### src/rtl/serial_arith_pkg.sv
// Shared types and constants for the bit-serial arithmetic blocks.
package serial_arith_pkg;

  typedef enum logic [1:0] {
    IDLE = 2'd0,
    RUN  = 2'd1,
    DONE = 2'd2
  } state_t;

  localparam logic MODE_ADD = 1'b0;
  localparam logic MODE_SUB = 1'b1;

  // Beat counter width; never narrower than one bit.
  function automatic int cnt_width(input int w);
    return (w <= 2) ? 1 : $clog2(w);
  endfunction

endpackage

### src/rtl/serial_addsub_n_if.sv
// Port bundle for serial_addsub_n: operation control, serial operands and results.
interface serial_addsub_n_if
  import serial_arith_pkg::*;
#(
  parameter int WIDTH = 8
);
  // Handshake: start is taken only when the block is idle or in its done cycle;
  // while busy, a_bit/b_bit are consumed on every clock where in_valid is high
  // (there is no ready, the block always accepts in RUN); sum_valid marks each
  // registered sum_bit one cycle later; done pulses once when res/cout/ovf are final.
  logic             start;
  logic             sub;
  logic             in_valid;
  logic             a_bit;
  logic             b_bit;
  logic             busy;
  logic             sum_valid;
  logic             sum_bit;
  logic             done;
  logic [WIDTH-1:0] res;
  logic             cout;
  logic             ovf;
  state_t           dbg_state;

  modport master (
    output start, sub, in_valid, a_bit, b_bit,
    input  busy, sum_valid, sum_bit, done, res, cout, ovf, dbg_state
  );

  modport slave (
    input  start, sub, in_valid, a_bit, b_bit,
    output busy, sum_valid, sum_bit, done, res, cout, ovf, dbg_state
  );

endinterface

### src/rtl/serial_fa_cell.sv
// One-bit full adder with its carry flop; the carry is preset at operation start.
module serial_fa_cell (
  input  logic clk,
  input  logic rst,
  input  logic init,
  input  logic init_val,
  input  logic en,
  input  logic a,
  input  logic b,
  output logic s,
  output logic c_in_q,
  output logic c_out
);

  logic carry_q;

  assign s      = a ^ b ^ carry_q;
  assign c_out  = (a & b) | (a & carry_q) | (b & carry_q);
  assign c_in_q = carry_q;

  always_ff @(posedge clk) begin
    if (rst) begin
      carry_q <= 1'b0;
    end else if (init) begin
      carry_q <= init_val;
    end else if (en) begin
      carry_q <= c_out;
    end
  end

endmodule

### src/rtl/serial_addsub_n.sv
// Bit-serial WIDTH-bit adder/subtractor: LSB-first operands, serial and parallel result,
// unsigned carry/no-borrow and signed overflow flags.
module serial_addsub_n
  import serial_arith_pkg::*;
#(
  parameter int WIDTH = 8
) (
  input logic clk,
  input logic rst,
  serial_addsub_n_if.slave bus
);

  localparam int CW = cnt_width(WIDTH);

  state_t           state_q, state_d;
  logic             sub_q;
  logic [CW-1:0]    cnt_q;
  logic [WIDTH-1:0] res_q;
  logic             cout_q, ovf_q;
  logic             sum_valid_q, sum_bit_q;
  logic             start_ok, beat, last_beat;
  logic             fa_s, fa_cin, fa_cout;

  always_ff @(posedge clk) begin
    if (rst) state_q <= IDLE;
    else     state_q <= state_d;
  end

  always_comb begin
    state_d   = state_q;
    start_ok  = 1'b0;
    beat      = 1'b0;
    last_beat = 1'b0;
    unique case (state_q)
      IDLE: begin
        if (bus.start) begin
          start_ok = 1'b1;
          state_d  = RUN;
        end
      end
      RUN: begin
        if (bus.in_valid) begin
          beat = 1'b1;
          if (cnt_q == CW'(WIDTH - 1)) begin
            last_beat = 1'b1;
            state_d   = DONE;
          end
        end
      end
      DONE: begin
        if (bus.start) begin
          start_ok = 1'b1;
          state_d  = RUN;
        end else begin
          state_d = IDLE;
        end
      end
      default: state_d = IDLE;
    endcase
  end

  // Subtract is a + ~b + 1: invert b per beat and preset the carry to 1.
  serial_fa_cell u_fa (
    .clk      (clk),
    .rst      (rst),
    .init     (start_ok),
    .init_val (bus.sub == MODE_SUB),
    .en       (beat),
    .a        (bus.a_bit),
    .b        (bus.b_bit ^ sub_q),
    .s        (fa_s),
    .c_in_q   (fa_cin),
    .c_out    (fa_cout)
  );

  always_ff @(posedge clk) begin
    if (rst) begin
      sub_q       <= MODE_ADD;
      cnt_q       <= '0;
      res_q       <= '0;
      cout_q      <= 1'b0;
      ovf_q       <= 1'b0;
      sum_valid_q <= 1'b0;
      sum_bit_q   <= 1'b0;
    end else begin
      sum_valid_q <= beat;
      if (start_ok) begin
        sub_q  <= bus.sub;
        cnt_q  <= '0;
        cout_q <= 1'b0;
        ovf_q  <= 1'b0;
      end
      if (beat) begin
        sum_bit_q <= fa_s;
        res_q     <= {fa_s, res_q[WIDTH-1:1]};
        cnt_q     <= cnt_q + CW'(1);
      end
      // Signed overflow: carry into the sign bit differs from carry out of it.
      if (last_beat) begin
        cout_q <= fa_cout;
        ovf_q  <= fa_cin ^ fa_cout;
      end
    end
  end

  assign bus.busy      = (state_q == RUN);
  assign bus.done      = (state_q == DONE);
  assign bus.sum_valid = sum_valid_q;
  assign bus.sum_bit   = sum_bit_q;
  assign bus.res       = res_q;
  assign bus.cout      = cout_q;
  assign bus.ovf       = ovf_q;
  assign bus.dbg_state = state_q;

endmodule

### src/flat_wrapper.sv
// flat-port wrapper written by rule: the top's interface ports become plain ports
module serial_addsub_n_flat import serial_arith_pkg::*;
#(
  parameter int WIDTH = 8
)
  (clk, rst, bus_start, bus_sub, bus_in_valid, bus_a_bit, bus_b_bit, bus_busy, bus_sum_valid, bus_sum_bit, bus_done, bus_res, bus_cout, bus_ovf, bus_dbg_state);
  serial_addsub_n_if #(.WIDTH(WIDTH)) bus_i ();
  input logic clk;
  input logic rst;
  input wire logic [$bits(bus_i.start)-1:0] bus_start;
  input wire logic [$bits(bus_i.sub)-1:0] bus_sub;
  input wire logic [$bits(bus_i.in_valid)-1:0] bus_in_valid;
  input wire logic [$bits(bus_i.a_bit)-1:0] bus_a_bit;
  input wire logic [$bits(bus_i.b_bit)-1:0] bus_b_bit;
  output wire logic [$bits(bus_i.busy)-1:0] bus_busy;
  output wire logic [$bits(bus_i.sum_valid)-1:0] bus_sum_valid;
  output wire logic [$bits(bus_i.sum_bit)-1:0] bus_sum_bit;
  output wire logic [$bits(bus_i.done)-1:0] bus_done;
  output wire logic [$bits(bus_i.res)-1:0] bus_res;
  output wire logic [$bits(bus_i.cout)-1:0] bus_cout;
  output wire logic [$bits(bus_i.ovf)-1:0] bus_ovf;
  output wire logic [$bits(bus_i.dbg_state)-1:0] bus_dbg_state;
  assign bus_i.start = bus_start;
  assign bus_i.sub = bus_sub;
  assign bus_i.in_valid = bus_in_valid;
  assign bus_i.a_bit = bus_a_bit;
  assign bus_i.b_bit = bus_b_bit;
  assign bus_busy = bus_i.busy;
  assign bus_sum_valid = bus_i.sum_valid;
  assign bus_sum_bit = bus_i.sum_bit;
  assign bus_done = bus_i.done;
  assign bus_res = bus_i.res;
  assign bus_cout = bus_i.cout;
  assign bus_ovf = bus_i.ovf;
  assign bus_dbg_state = bus_i.dbg_state;
  serial_addsub_n #(.WIDTH(WIDTH)) u_core (.clk(clk), .rst(rst), .bus(bus_i));
endmodule
### config.mk
export PLATFORM = sky130hd
export DESIGN_NAME = serial_addsub_n_flat
export DESIGN_NICKNAME = d
export VERILOG_FILES = /design/src/rtl/serial_arith_pkg.sv /design/src/rtl/serial_addsub_n_if.sv /design/src/rtl/serial_fa_cell.sv /design/src/rtl/serial_addsub_n.sv /design/src/flat_wrapper.sv
export SDC_FILE = /design/constraint.sdc
export NUM_CORES = 1
export LEC_CHECK = 0
export BUFFER_PORTS_ARGS = -buffer_cell sky130_fd_sc_hd__buf_2
export CAP_MARGIN = 20
export CORE_MARGIN = 8
export CORE_UTILIZATION = 44
export CTS_CLUSTER_SIZE = 12
export DETAILED_ROUTE_END_ITERATION = 12
export GPL_TIMING_DRIVEN = 0
export PLACE_DENSITY = 0.84
export SLEW_MARGIN = 40
export SYNTH_ARGS = -nofsm -noshare
export SYNTH_HDL_FRONTEND = slang
export SYNTH_HIERARCHICAL = 1
export SYNTH_SLANG_ARGS = --single-unit
### constraint.sdc
create_clock -name clk -period 1.4 [get_ports clk]
set_input_delay 0.14 -clock clk [delete_from_list [all_inputs] [get_ports clk]]
set_output_delay 0.14 -clock clk [all_outputs]
set_load 0.1 [all_outputs]
==> metrics <==
vias in the first global route=~700; fin crit period=approximately 1.3 ns; crit path max-delay cell type=fa_2; RSZ-0062 raised after global routing=no; Clk Tree Root Cell=clkbuf_4; Max stage delay on crit path=around 0.42 ns; Die W=about 60 um; first-pass GRT wire length=between 2000 and 3000 um; Worst setup startpoint=u_core/sub_q; I/O pin total=23; Die Span Y=approximately 59 um; most common cell after layout, fill and taps aside=buf_2; synthesized cell area=roughly 800 um^2; initial antenna violation count=0; Post-DP Area=960 um^2; Synthesis Warnings=6; Tightest Pin Transition=slightly below 0.5 ns; total die area=~3400 um^2; GRT Total Usage=about a tenth; Seq/Total Area, Yosys=45.0%; Synth Register Bits=18; PD cells=roughly 1000 nW/um^2; final slew viol count=0; achievable frequency=~740 MHz; post-synth cell types=23; H-tree Lvls=1; CTS tree=done; Final Hold Fails=0; Combinational Power Share=between 10% and 20%; pin count of the biggest net entering global routing=11; site row count=15; Slew HR=67.3%; Sequential Power Share=slightly above 50%; Worst Hold Class=in2reg; Pleak=~0.46 nW; final setup violation count=0; dpl hpwl=around 1300 um; Clock Power Share=30.1%; Filler cells=between 150 and 200; WL/cell=roughly 12 um; Crit. End Element=flip-flop; Critical Path Source Type=flip-flop; Internal=0.740 mW; TritonRoute pass-1 iters=4; Residual DRC=0; CTS Buffer Depth=2; Initial Util=46.4%; CP Max Fanout=3; switching share of power=29.0%; Period Utilization, post-route=between 90% and 100%; net count after synthesis=96; crit-path cells=xor2_2 -> fa_2 -> xor2_1 -> nand3_1 -> a21oi_2; Worst EP arrival=roughly 1.6 ns; design area=between 1000 and 1500 um^2; worst reg2reg path startpoint=u_core/sub_q; vias per std cell=slightly below 5; Setup CP Type=reg2reg; port buffer count=22; Reg clk slew, reported paths=~0.10 ns; worst clock skew=between 0.0006 and 0.0007 ns; Layout area overhead=28.1%; GR Overflow Total=0; via count=slightly below 700; highest-count cells in the layout ignoring fill and taps=buf_2, nand2_1, dfxtp_1; Sw Pwr=around 0.30 mW; Routability Congestion=0.725; Mapped Cells=86; Clock Latency Late Sink=0.29 ns; HP Start=bus_sub; final core occ=approximately three fifths; Final nets=approximately 120; layout cell share with drive strength beyond 1=46.9%; 1st-iter DRT viols=9; total clock sinks=18; WHS=between 0.09 and 0.1 ns; Post-CTS Setup Inserts=0; Core Box Area=approximately 1700 um^2; Critical Path RT=around 1.6 ns; Antenna Nets Post-Route=0; n_diodes=0; CTS Buf Count=3; outcome=complete, no violations; Post-Route WL=~1700 um; Max VDD drop=0.649 mV; max cap viols=0; syn_area_per_cell=~9.3 um^2
critical path, delay by kind of cell (launching register included):
family,cells,cell delay [ns]
adders and majority gates,1,0.42
xor gates and xnor gates,2,0.30
AOI/OAI and AO/OA,1,0.12
and+or+nand+nor,1,0.11
DFF,1,0.34
power groups by stage:
stage | clock network (mW) | registers [mW] | logic [mW]
CTS | 0.325 | 0.535 | 0.192
global placement | 0 | 0.545 | 0.185
floorplan | 0 | 0.585 | 0.109
detailed placement | 0 | 0.546 | 0.186
finish | 0.314 | 0.535 | 0.194
global route | 0.349 | 0.538 | 0.207
worst paths after layout:
path | slack [ns] | cells past startpoint | to
worst min register to register | 0.47 | 2 | u_core/bus.res[5]
worst min-delay path | 0.1 | 3 | u_core/sub_q
worst max register to register | 0.06 | 5 | u_core/bus.ovf
worst max-delay path | 0.06 | 5 | u_core/bus.ovf
sequential cells by signal, summed over array words and instances (netlist names):
name and flops:
u_core/bus.cout 1, u_core/bus.dbg_state 2, u_core/bus.ovf 1, u_core/bus.res 7, u_core/bus.sum_bit 1, u_core/bus.sum_valid 1
u_core/cnt_q 3, u_core/sub_q 1, u_core/u_fa/c_in_q 1
Yosys cell counts:
cell type	number	area share, %
and2_1	1	0.78
nand2_1	20	9.4
clkinv_2	1	0.62
a21oi_2	9	9.8
nand3_1	7	4.4
ha_1	2	3.1
nand4b_1	1	1.1
buf_2	1	0.62
mux2i_1	2	2.5
buf_6	1	1.4
nand3b_4	1	2.5
a21oi_1	5	3.1
buf_4	3	2.8
nor2b_1	2	1.6
xor2_1	2	2.2
clkbuf_2	1	0.62
nor2_1	2	0.94
dfxtp_1	18	45
and2b_1	1	0.94
inv_1	2	0.94
a211oi_2	1	1.6
fa_1	1	2.5
nand2b_1	2	1.6
final cells by class:
cell class	count	area [um^2]	share of cell area, %
Buffer	6	43.8	4.27
Timing Repair Buffer	23	125	12.2
Clock buffer	4	36.3	3.54
Tap cell	25	31.3	3.05
Multi-Input combinational cell	59	407	39.6
Inverter	3	12.5	1.22
Sequential cell	18	370	36.1
repair_timing:
| item | 4_1_cts | 5_1_grt |
|---|---|---|
| resized for setup | 3 | 3 |
| pin swaps | 0 | 4 |
| setup endpoints to repair | 3 | 1 |
| cloned | 0 | 0 |
| endpoints found under the hold margin | 0 | 1 |
| hold buffers | 0 | 1 |
logic make-up (layout without fill, tap and decap cells):
logic type               after synthesis  after routing  share of synthesized area, %
multiplexers                           2              2                          2.50
adder cells (fa/ha/maj)                3              3                          5.62
AO/OA/AOI/OAI                         15             15                          14.5
flip-flops                            18             18                          45.0
AND/OR/NAND/NOR                       37             37                          23.1
XOR/XNOR                               2              2                          2.19
buffers and inverters                  9             36                          7.03
stage by stage:
stage | instances | setup slack [ns] | TNS [ns] | power, mW
2_1_floorplan | 86 | -0.0659 | -0.0659 | 0.695
3_3_place_gp | 133 | 0.0507 | 0 | 0.730
3_5_place_dp | 133 | 0.0441 | 0 | 0.732
4_1_cts | 137 | 0.0428 | 0 | 1.05
5_1_grt | 138 | 0.00429 | 0 | 1.09
6_report | 138 | 0.0565 | 0 | 1.04
routing by layer:
metal	up-vias	routed length [um]	GRT usage, %
met4	0	23	5.12
met1	317	672	11.9
met3	4	128	2.83
li1	334	-	-
met2	19	835	17.5
met5	-	0	0
No activity file was read; power rests on OpenSTA's default activity.
